`src/rtl/meas_seq_pkg.sv`:
```
// Shared types and constants for the demod-chain measurement sequencer.
// State encoding, modulation one-hot codes and the timer width.
package meas_seq_pkg;

  typedef enum logic [2:0] {
    ST_IDLE    = 3'd0,
    ST_SETTLE  = 3'd1,
    ST_CAPTURE = 3'd2,
    ST_DETECT  = 3'd3,
    ST_AFAIL   = 3'd4,
    ST_LOCK    = 3'd5,
    ST_RUN     = 3'd6,
    ST_FAIL    = 3'd7
  } state_t;

  localparam logic [2:0] MOD_NONE = 3'b000;
  localparam logic [2:0] MOD_AM   = 3'b001;
  localparam logic [2:0] MOD_FM   = 3'b010;
  localparam logic [2:0] MOD_PSK  = 3'b100;

  localparam int TMR_W = 26;

  function automatic logic is_onehot(input logic [2:0] t);
    return (t == MOD_AM) || (t == MOD_FM) || (t == MOD_PSK);
  endfunction

endpackage

```
`src/rtl/seq_timer.sv`:
```
// Loadable down-counter for the sequencer dwell/timeout timing.
// Holds at zero once expired; a load always takes priority.
module seq_timer
  import meas_seq_pkg::*;
(
  input  logic             clk,
  input  logic             rst_n,
  input  logic             load,
  input  logic [TMR_W-1:0] load_val,
  output logic             expired
);

  logic [TMR_W-1:0] cnt;

  always_ff @(posedge clk or negedge rst_n) begin
    if (!rst_n) begin
      cnt <= '0;
    end else if (load) begin
      cnt <= load_val;
    end else if (cnt != '0) begin
      cnt <= cnt - 1'b1;
    end
  end

  assign expired = (cnt == '0);

endmodule

```
`src/rtl/meas_sequencer.sv`:
```
// Measurement sequencer: settle, FFT capture, detect, lock, with retries.
// Optional MEAS_AUTO_REMEAS_EN: RUN re-measures after REMEAS_CYC cycles.
module meas_sequencer
  import meas_seq_pkg::*;
#(
  parameter int SETTLE_CYC  = 1024,
  parameter int TIMEOUT_CYC = 50_000_000,
  parameter int RETRY_MAX   = 3,
  parameter int REMEAS_CYC  = 25_000_000
) (
  input  logic       clk,
  input  logic       rst_n,
  input  logic       start,
  input  logic       abort,
  input  logic       wr_done,
  input  logic       det_valid,
  input  logic [2:0] det_type,
  input  logic       det_mode,
  output logic       fft_en,
  output logic       cap_rst_n,
  output logic       det_en,
  output logic       fast_clk_sel,
  output logic [2:0] mod_type,
  output logic       mode,
  output logic       busy,
  output logic       done,
  output logic       err,
  output logic [1:0] retry_cnt
);

  // Loads are N-1 so that a state lasts exactly N cycles.
  localparam logic [TMR_W-1:0] LD_SETTLE  = TMR_W'(SETTLE_CYC - 1);
  localparam logic [TMR_W-1:0] LD_TIMEOUT = TMR_W'(TIMEOUT_CYC - 1);
  localparam logic [TMR_W-1:0] LD_REMEAS  = TMR_W'(REMEAS_CYC - 1);
  localparam logic [1:0]       RETRY_LIM  = 2'(RETRY_MAX);

  state_t           state;
  state_t           nxt;
  logic             wr_q;
  logic             wr_rise;
  logic             expired;
  logic             tmr_load;
  logic [TMR_W-1:0] tmr_val;

  assign wr_rise  = wr_done & ~wr_q;
  assign tmr_load = (nxt != state);

  always_comb begin
    nxt = state;
    if (abort) begin
      nxt = ST_IDLE;
    end else begin
      unique case (state)
        ST_IDLE:    if (start) nxt = ST_SETTLE;
        ST_SETTLE:  if (expired) nxt = ST_CAPTURE;
        ST_CAPTURE: begin
          if (wr_rise) nxt = ST_DETECT;
          else if (expired) nxt = ST_AFAIL;
        end
        ST_DETECT: begin
          if (det_valid)
            nxt = is_onehot(det_type) ? ST_LOCK : ST_AFAIL;
          else if (expired)
            nxt = ST_AFAIL;
        end
        ST_AFAIL:
          nxt = (retry_cnt < RETRY_LIM) ? ST_SETTLE : ST_FAIL;
        ST_LOCK:    nxt = ST_RUN;
        ST_RUN: begin
          if (start) nxt = ST_SETTLE;
`ifdef MEAS_AUTO_REMEAS_EN
          else if (expired) nxt = ST_SETTLE;
`endif
        end
        ST_FAIL:    if (start) nxt = ST_SETTLE;
        default:    nxt = ST_IDLE;
      endcase
    end
  end

  always_comb begin
    tmr_val = '0;
    unique case (nxt)
      ST_SETTLE:  tmr_val = LD_SETTLE;
      ST_CAPTURE: tmr_val = LD_TIMEOUT;
      ST_DETECT:  tmr_val = LD_TIMEOUT;
      ST_RUN:     tmr_val = LD_REMEAS;
      default:    tmr_val = '0;
    endcase
  end

  seq_timer u_timer (
    .clk      (clk),
    .rst_n    (rst_n),
    .load     (tmr_load),
    .load_val (tmr_val),
    .expired  (expired)
  );

  always_ff @(posedge clk or negedge rst_n) begin
    if (!rst_n) begin
      state        <= ST_IDLE;
      wr_q         <= 1'b0;
      fft_en       <= 1'b0;
      cap_rst_n    <= 1'b0;
      det_en       <= 1'b0;
      fast_clk_sel <= 1'b0;
      mod_type     <= MOD_NONE;
      mode         <= 1'b0;
      busy         <= 1'b0;
      done         <= 1'b0;
      err          <= 1'b0;
      retry_cnt    <= 2'd0;
    end else begin
      state <= nxt;
      // Arm high during SETTLE so a level already up at capture start is ignored.
      wr_q  <= (state == ST_SETTLE) ? 1'b1 : wr_done;
      busy  <= (nxt == ST_SETTLE) || (nxt == ST_CAPTURE)
            || (nxt == ST_DETECT);
      done  <= (nxt == ST_RUN) && (state != ST_RUN);
      err   <= (nxt == ST_FAIL);
      unique case (nxt)
        ST_IDLE: begin
          fft_en       <= 1'b0;
          cap_rst_n    <= 1'b0;
          det_en       <= 1'b0;
          fast_clk_sel <= 1'b0;
          mod_type     <= MOD_NONE;
          mode         <= 1'b0;
          retry_cnt    <= 2'd0;
        end
        ST_SETTLE: begin
          fft_en       <= 1'b0;
          cap_rst_n    <= 1'b0;
          det_en       <= 1'b0;
          fast_clk_sel <= 1'b0;
          if (state == ST_IDLE || state == ST_RUN || state == ST_FAIL)
            retry_cnt <= 2'd0;
        end
        ST_CAPTURE: begin
          fft_en    <= 1'b1;
          cap_rst_n <= 1'b1;
          det_en    <= 1'b0;
        end
        ST_DETECT: begin
          fft_en <= 1'b0;
          det_en <= 1'b1;
        end
        ST_AFAIL: begin
          fft_en    <= 1'b0;
          cap_rst_n <= 1'b0;
          det_en    <= 1'b0;
          retry_cnt <= retry_cnt + 2'd1;
        end
        ST_LOCK: begin
          mod_type     <= det_type;
          mode         <= det_mode;
          fast_clk_sel <= 1'b1;
          det_en       <= 1'b0;
        end
        ST_RUN: begin
        end
        ST_FAIL: begin
          fft_en       <= 1'b0;
          cap_rst_n    <= 1'b0;
          det_en       <= 1'b0;
          fast_clk_sel <= 1'b0;
          mod_type     <= MOD_NONE;
          mode         <= 1'b0;
        end
        default: begin
        end
      endcase
    end
  end

endmodule

```
`config.mk`:
```
export PLATFORM = sky130hd
export DESIGN_NAME = meas_sequencer
export DESIGN_NICKNAME = d
export VERILOG_FILES = /design/src/rtl/meas_seq_pkg.sv /design/src/rtl/seq_timer.sv /design/src/rtl/meas_sequencer.sv
export SDC_FILE = /design/constraint.sdc
export NUM_CORES = 1
export LEC_CHECK = 0
export ABC_AREA = 1
export CAP_MARGIN = 0
export CORE_UTILIZATION = 25
export DETAILED_ROUTE_END_ITERATION = 7
export GPL_TIMING_DRIVEN = 0
export SKIP_CTS_REPAIR_TIMING = 1
export SYNTH_ARGS = -nofsm -noshare
export SYNTH_HDL_FRONTEND = slang
export SYNTH_HIERARCHICAL = 1
export SYNTH_SLANG_ARGS = --single-unit
```
`constraint.sdc`:
```
create_clock -name clk -period 3.3 [get_ports clk]
set_clock_uncertainty 0.2 [all_clocks]
set_input_delay 0.66 -clock clk [delete_from_list [all_inputs] [get_ports clk]]
set_output_delay 0.66 -clock clk [all_outputs]
set_load 0.05 [all_outputs]
```
; After elaboration in Yosys (flattened, before gate mapping)
; Index checks and enable logic that the tools add are counted.
[classes]
shifts = 0
muxes = 21
reduce_logical = 26
eq_ne = 20
div_mod_pow = 0
magnitude_cmp = 1
multipliers = 0
add_sub_neg = 2
n_bitwise = 2
[op_table]
columns = operator, n
row1 = case mux 26 bit (3 select lines), 1
row2 = two-way mux 26 bit, 2
row3 = "== test 3 bit, second input constant", 9
row4 = zero test 26 bit, 1
row5 = nonzero test 26 bit, 1
row6 = "subtractor 26 x 1 -> 26 bit, second input constant", 1
row7 = two-way mux 3 bit, 7
row8 = case mux 3 bit (6 select lines), 1
row9 = "== test 3 x 2 -> 1 bit, second input constant", 5
row10 = nonzero test 2 bit, 6
row11 = case mux 1 bit (2 select lines), 5
row12 = "== test 3 x 1 -> 1 bit, second input constant", 3
row13 = zero test 3 bit, 2
row14 = logical OR 1 bit, 6
row15 = case mux 2 bit (3 select lines), 1
row16 = case mux 3 bit (2 select lines), 1
row17 = OR reduction 3 bit, 2
row18 = OR reduction 6 bit, 1
row19 = OR reduction 5 bit, 1
row20 = OR reduction 2 bit, 2
row21 = OR reduction 4 bit, 1
row22 = inequality test 3 bit, 1
row23 = "inequality test 3 bit, second input constant", 1
row24 = nonzero test 3 bit, 1
row25 = 9 further kinds, 10
[totals]
output_inout_bits = 13
latch_bits = 0
rom_bits = 0
memories = 0
ram_bits = 0
reg_bits = 43
word_cells = 85

; Depth between registers and ports, before layout
; Gate-level depths: netlist of run 1.
[logic_depth]
depth_word = 11
mapped_depth = 25

; Cells and area by module
; The synthesis of run 1 kept the hierarchy.
[by_module_without_submodules]
columns = module, instances, seq_area_each_um2, cells_per_inst, area_each_um2
row1 = seq_timer, 1, 650.6, 277, 1928.1
row2 = meas_sequencer, 1, 425.4, 148, 1137.3

; Least setup slack after synthesis of run 1
; No wires, ideal clock.
[synth_path]
path_kind = register -> register
start = reg u_timer.cnt[0]
end = reg u_timer.cnt[12]
required_ns = 3.027
path_stages_with_launch = 21
t_arrival_ns = 3.137
setup_ns = 0.073
slack_ns = -0.110
path_cell_list = dfrtp_1 inv_1 ha_1 nand2_4 nor2_8 nand3_1 nor2_1 nand3_1 inv_1 inv_2 nand2_1 nand2_1 nand2_1 nand3_2 o21bai_2 xor2_1 nand3_1 inv_1 clkbuf_1 nand3_1 a21oi_2
[synth_between]
word_cells_on_any_way = 19
cone_classes = 1 x add/sub / 5 x eq/ne / 9 x mux / 4 x reduce/logical
[synth_rtl]
columns = element, line_no
row1 = from (decl), seq_timer.sv:13  ; logic [TMR_W-1:0] cnt;
row2 = from (signal assigned), seq_timer.sv:19  ; cnt <= load_val;
row3 = from (signal assigned), seq_timer.sv:21  ; cnt <= cnt - 1'b1;
row4 = zero test 26 bit *, seq_timer.sv:25  ; assign expired = (cnt == '0);
row5 = named net expired, meas_sequencer.sv:41  ; logic expired;
row6 = two-way mux 3 bit, "meas_sequencer.sv:58, meas_sequencer.sv:63"
row7 = two-way mux 3 bit (on tied branches), "meas_sequencer.sv:61, meas_sequencer.sv:57"
row8 = case mux 3 bit (6 select lines) *, meas_sequencer.sv:53  ; unique case (state)
row9 = two-way mux 3 bit *, meas_sequencer.sv:50  ; if (abort) begin
row10 = inequality test 3 bit *, meas_sequencer.sv:46  ; assign tmr_load = (nxt != state);
row11 = named net tmr_load, meas_sequencer.sv:42  ; logic tmr_load;
row12 = two-way mux 26 bit or nonzero test 2 bit (tied branches), -
; The timed path passes the listed nets; every way through them passes the cells marked *. The select of a mux whose other input is x is not followed.
; A chain may end at the register's enable or synchronous reset.

; Worst setup path in the final report of run 1
[layout_path]
start = reg u_timer.cnt[0]
end = reg u_timer.cnt[17]
; The elaborated chain is that of the path after synthesis.

==> results of run 1 <==
## sequential cells by signal (all words and copies together), names as in the netlist
signal and count:
mode 1, fft_en 1, mod_type 3, retry_cnt 2
busy 1, cap_rst_n 1, det_en 1, done 1
u_timer/cnt 26, wr_q 1, fast_clk_sel 1, err 1
state 3
## synth_stat cells (3+ instances only)
cell,n
nor2_1,50
nand3_1,39
inv_2,3
o21ai_2,3
xnor2_1,6
nand2_2,9
nor2_4,9
nand4_1,10
nand3b_1,3
a21oi_2,7
inv_1,40
nand3_2,4
nor2_2,12
nand2_1,124
a21oi_1,16
or2_2,4
dfrtp_1,43
o21ai_1,6
nand2_4,3
nor2_8,3
o21ai_0,6
xor2_1,4
clkbuf_1,3
## layer usage
metal / up-vias / share of wire / global-route usage
li1: 1436 / - / -
met1: 1327 / 0.47 / 0.172
met2: 64 / 0.48 / 0.226
met3: 6 / 0.045 / 0.0214
met4: 0 / 0.0072 / 0.0356
met5: - / 0 / 0
## critical path: stages, from the launching register on
cell and delay, ns:
dfrtp_1 0.41, inv_2 0.09, ha_4 0.17, nand2_4 0.08, nor2_8 0.11, nand3_1 0.11
nor2_2 0.13, nand3_2 0.12, inv_4 0.12, inv_2 0.04, nand2_1 0.05, nand2_1 0.05
nand2_1 0.09, nand3_2 0.10, o21bai_4 0.21, xor2_2 0.19, nand3_4 0.16, inv_4 0.12
buf_4 0.19, nand3_1 0.12, a21oi_1 0.13
## final cells by class
class	instances	area (um^2)	share of cell area
buffer	8	83.8	0.0218
timing repair buffer	36	330	0.0858
clock buffer	8	156	0.0406
inverter	45	176	0.0458
multi-input combinational	329	1840	0.479
tap	147	184	0.0478
sequential	43	1080	0.279
## through the flow
step | util | std cells | instance area [um^2]
floorplan | - | 425 | 3070
global placement | 0.290 | 594 | 3470
detailed placement | 0.292 | 595 | 3490
CTS | 0.305 | 603 | 3650
global route | 0.322 | 616 | 3850
finish | 0.322 | 616 | 3850
## worst min-delay path by stage
stage / start / to / slack (ns) / cells past startpoint
after floorplan: rst_n / busy / 0.16 / 0
after global placement: mode / mode / 0.30 / 2
after detailed placement: mod_type[2] / mod_type[2] / 0.29 / 2
after CTS: rst_n / u_timer/cnt[4] / 0.07 / 1
after global routing: rst_n / u_timer/cnt[4] / 0.08 / 1
final: rst_n / u_timer/cnt[4] / 0.06 / 1
## report_power, final
part	internal [mW]	switching (mW)	total, mW
clock	0.323	0.208	0.531
combinational	0.686	1.17	1.85
sequential	0.677	0.149	0.826
total	1.69	1.53	3.21
## cells by family after synthesis
group                      synth area share
and+or+nand+nor                       0.447
buffers and inverters                0.0743
AOI/OAI and AO/OA                    0.0902
DFF                                   0.351
xor gates and xnor gates             0.0286
adders and majority gates           0.00816
other                               0.00122
==> flow_summary.json, run 1 <==
{
  "reg2reg_from": "u_timer/cnt[0]",
  "grt_max_degree": 33,
  "tritoncts": "built",
  "setup_viol": 0,
  "ys_warn_count": 6,
  "htreeDepth": 2,
  "timing.fmax_ghz": 0.326,
  "diodes": 0,
  "criticalPathCategory": "reg2reg",
  "synth_flop_cell": "dfrtp_1",
  "hold_path_class": "in2async",
  "hold_viol": 0,
  "layout-drive-gt1-share": 0.224,
  "fill_cells": 1260,
  "synthCells": 425,
  "dp_worst_setup_slack_ns": -0.630,
  "p_leak_nw": 1.83,
  "vdd.ir_drop.worst_mv": 0.320,
  "critPathMaxFanout": 10,
  "drc": 0,
  "hpwl_um": 5750,
  "min_period_ns": 3.07,
  "critPathCapture": "u_timer/cnt[17]",
  "crit_required_ns": 3.31,
  "die_y_um": 113,
  "io_pins": 23,
  "insertion_delay_ns": 0.28,
  "tightestPinTransition_ns": 0.526,
  "p_per_area_nw_per_um2": 834,
  "synth_edf_count": 0,
  "cts.sinks": 43,
  "initial_utilization": 0.256,
  "fp-row-count": 40,
  "holdWs_ns": 0.0617,
  "yosysTopAreaCell": "dfrtp_1",
  "rr_endpoint": "u_timer/cnt[17]",
  "ys_seq_area_frac": 0.351,
  "timing.final.ws_setup_ns": 0.233,
  "fin_setup_tns_ns": 0,
  "power_mw": 3.21,
  "core-area_um2": 12000,
  "synth_cell_types": 37,
  "synth_top_area_share": 0.351,
  "clockBufferDepth": 2,
  "grt_overflow": 0,
  "syn_area_per_cell_um2": 7.21,
  "drt_wl_total_um": 8010,
  "area_growth_pct": 25.6,
  "nets": 480,
  "gp_congestion": 0.863,
  "dieArea_um2": 12700,
  "ant_nets": 0,
  "final_common_cell": "nand2_1",
  "grt_usage": 0.132,
  "drt-initial-drc-count": 140,
  "period_share": 0.929,
  "num_vias": 2833,
  "slew_violations": 0,
  "status": "completed",
  "syn_area_um2": 3070,
  "crit_path_start": "u_timer/cnt[0]",
  "cap_violations": 0,
  "die-width_um": 113,
  "async_reset_ff_frac": 1.00,
  "path_clk_slew_ns": 0.06,
  "cts_buffers": 5,
  "cts_root_buf": "clkbuf_16",
  "crit_path_end_kind": "flip-flop",
  "grt_pass1_vias": 2801,
  "most-common-layout-cells": "123 x nand2_1, 47 x nor2_1, 43 x dfrtp_1",
  "syn_nets": 437,
  "synthTopCellsByArea": "dfrtp_1 35%, nand2_1 15%, nand3_1 6.4%",
  "wire_per_inst_um": 13.0,
  "worstPathArrival_ns": 3.08,
  "r2r_cells": 20,
  "ys_ff_latch": 43,
  "relSlewSlack": 0.649,
  "port-buffer-count": 22,
  "grt_pass1_wl_um": 13500,
  "antenna_found_initial": 0,
  "firstDrtPassIters": 4,
  "critPathLaunchType": "flip-flop",
  "vias_per_cell": 4.60,
  "reg2reg_slack_ns": 0.23
}
Power figures use the tool's default switching activity.
==> run 2, diff against run 1 <==
- CTS_CLUSTER_DIAMETER: default -> 120
==> results of run 2 <==
Final layout, timing and power as in run 1 (identical DEF).
==> run 3, diff against run 2 <==
- SETUP_SLACK_MARGIN: default -> 0.4
==> run 3 against run 2 <==
  * Largest power group unchanged
  * Via count is 5.8% higher
  * Die area stayed put
  * Register-to-register slack better by 0.07 ns
  * Sequential power is 0.5% higher
  * Routed wire length is 5.0% higher
  * Critical path type unchanged
  * Count of clock-buffer cells in the layout is 2 lower
  * First-iteration DRC count is 21% higher
  * Clock power is 4.7% higher
  * Flip-flop and latch count stayed put
  * Final area is 7.3% higher
  * Cell count is 2.4% higher
  * Core utilization is 2.4 points higher
==> flow_summary.json, run 3 (synthesis results as in run 1) <==
{
  "p_leak_nw": 1.95,
  "fill_cells": 1209,
  "placedCellCount": 595,
  "core-area_um2": 12000,
  "worstPathArrival_ns": 2.97,
  "crit_path_end_kind": "flip-flop",
  "cts_root_buf": "clkbuf_16",
  "area_growth_pct": 34.8,
  "top_layer": "met4",
  "grt_pass1_vias": 2728,
  "cts_buffers": 5,
  "tritoncts": "built",
  "die_y_um": 113,
  "grt_max_degree": 29,
  "reg_top3": "u_timer/cnt (26), mod_type (3), state (3)",
  "hpwl_um": 5750,
  "status": "completed",
  "path_cells": "inv_2 > ha_4 > nand2_4 > nor2_8 > nand3_4 > nor2_4 > nand3_4 > inv_6 > inv_4 > nand2_1 > nand2_1 > nand2_1 > nand2_2 > nor2_4 > nand2_4 > nand3_2 > nand2_1 > inv_2 > nand3_4 > buf_12 > nor2_8 > buf_12 > nor2_2",
  "timing.final.ws_setup_ns": 0.306,
  "min_period_ns": 2.99,
  "holdWs_ns": 0.0968,
  "diodes": 0,
  "grt_usage": 0.125,
  "regMostFlops": "u_timer/cnt",
  "rr_endpoint": "u_timer/cnt[19]",
  "r2r_cells": 23,
  "antenna_found_initial": 0,
  "num_vias": 2998,
  "final_common_cell": "nand2_1",
  "dp_worst_setup_slack_ns": -0.102,
  "fp-row-count": 40,
  "wire_per_inst_um": 13.3,
  "vdd.ir_drop.worst_mv": 0.307,
  "die-width_um": 113,
  "grt_setup_unrepaired": "true",
  "largest_reg_flops": 26,
  "critPathMaxFanout": 10,
  "vias_per_cell": 4.75,
  "final_area_um2": 4130,
  "drc": 0,
  "clockBufferDepth": 2,
  "setup_viol": 0,
  "nets": 496,
  "firstDrtPassIters": 6,
  "htreeDepth": 2,
  "drt-initial-drc-count": 170,
  "reg2reg_from": "u_timer/cnt[0]",
  "cts.sinks": 43,
  "reg2reg_slack_ns": 0.31,
  "most-common-layout-cells": "118 x nand2_1, 43 x nor2_1, 43 x dfrtp_1",
  "seqCellArea_um2": 1080,
  "slew_violations": 0,
  "dieArea_um2": 12700,
  "wl_met3_um": 362,
  "timing.fmax_ghz": 0.334,
  "port-buffer-count": 22,
  "initial_utilization": 0.256,
  "relSlewSlack": 0.656,
  "gp_congestion": 0.889,
  "slowest_delay_ns": 0.40,
  "hold_viol": 0,
  "ant_nets": 0,
  "hold_path_class": "in2async",
  "grt_overflow": 0,
  "period_share": 0.907,
  "p_per_area_nw_per_um2": 855,
  "fin_cells": 631,
  "cap_violations": 0,
  "crit_top_cell": "nand2_1",
  "fin_setup_tns_ns": 0,
  "drt_wl_total_um": 8410,
  "tightestPinTransition_ns": 0.515,
  "multi_input_area_um2": 1920,
  "io_pins": 23,
  "crit_slowest_cell": "dfrtp_1",
  "wl_met2_um": 4220,
  "layout-drive-gt1-share": 0.285,
  "placed_cell_area_um2": 3550,
  "path_clk_slew_ns": 0.06,
  "critPathLaunchType": "flip-flop",
  "crit_required_ns": 3.28,
  "met1Wirelength_um": 3730,
  "criticalPathCategory": "reg2reg",
  "insertion_delay_ns": 0.28,
  "grt_pass1_wl_um": 12800
}
-- run 3: cell count changes in the layout (fill, tap and decap cells not counted), moves of 3 or more --
cell	before	now
nand3_1	37	34
nand2_1	123	118
buf_4	16	27
inv_1	36	33
nand2_2	9	13
nor2_1	47	43
-- run 3: how the worst max path moves through the flow --
stage / startpoint / to
2_1_floorplan: u_timer/cnt[0] / u_timer/cnt[13]
6_report: u_timer/cnt[0] / u_timer/cnt[19]
5_1_grt: u_timer/cnt[0] / u_timer/cnt[6]
3_3_place_gp: u_timer/cnt[0] / u_timer/cnt[10]
3_5_place_dp: u_timer/cnt[0] / u_timer/cnt[10]
4_1_cts: u_timer/cnt[0] / u_timer/cnt[10]
-- run 3: cell type report --
| class | instances | area share |
|---|---|---|
| Timing Repair Buffer | 52 | 0.124 |
| Inverter | 45 | 0.0439 |
| Tap cell | 147 | 0.0445 |
| Clock buffer | 6 | 0.0312 |
| Buffer | 8 | 0.0239 |
| Clock inverter | 1 | 0.00727 |
| Sequential cell | 43 | 0.260 |
| Multi-Input combinational cell | 329 | 0.465 |
-- run 3: power breakdown --
part / leakage, nW / total [mW] / switching [mW] / internal, mW
Combinational: 1.30 / 2.14 / 1.27 / 0.878
Clock: 0.0769 / 0.556 / 0.202 / 0.353
Sequential: 0.566 / 0.830 / 0.153 / 0.677
-- run 3: critical path, delay by kind of cell, from the launching register on --
| family | cells | cell delay, ns |
|---|---|---|
| adder cells (fa/ha/maj) | 1 | 0.17 |
| AND/OR/NAND/NOR | 16 | 1.47 |
| buffers and inverters | 6 | 0.63 |
| flip-flops | 1 | 0.40 |
-- run 3: metrics by stage --
step,util,power [mW]
global route,0.345,3.77
detailed placement,0.297,2.52
floorplan,-,2.15
CTS,0.310,3.10
finish,0.345,3.53
global placement,0.295,2.49
-- run 3: layer usage --
layer | vias up | GRT usage
li1 | 1471 | -
met4 | 0 | 0.0364
met2 | 90 | 0.212
met5 | - | 0
met1 | 1425 | 0.160
met3 | 12 | 0.0273
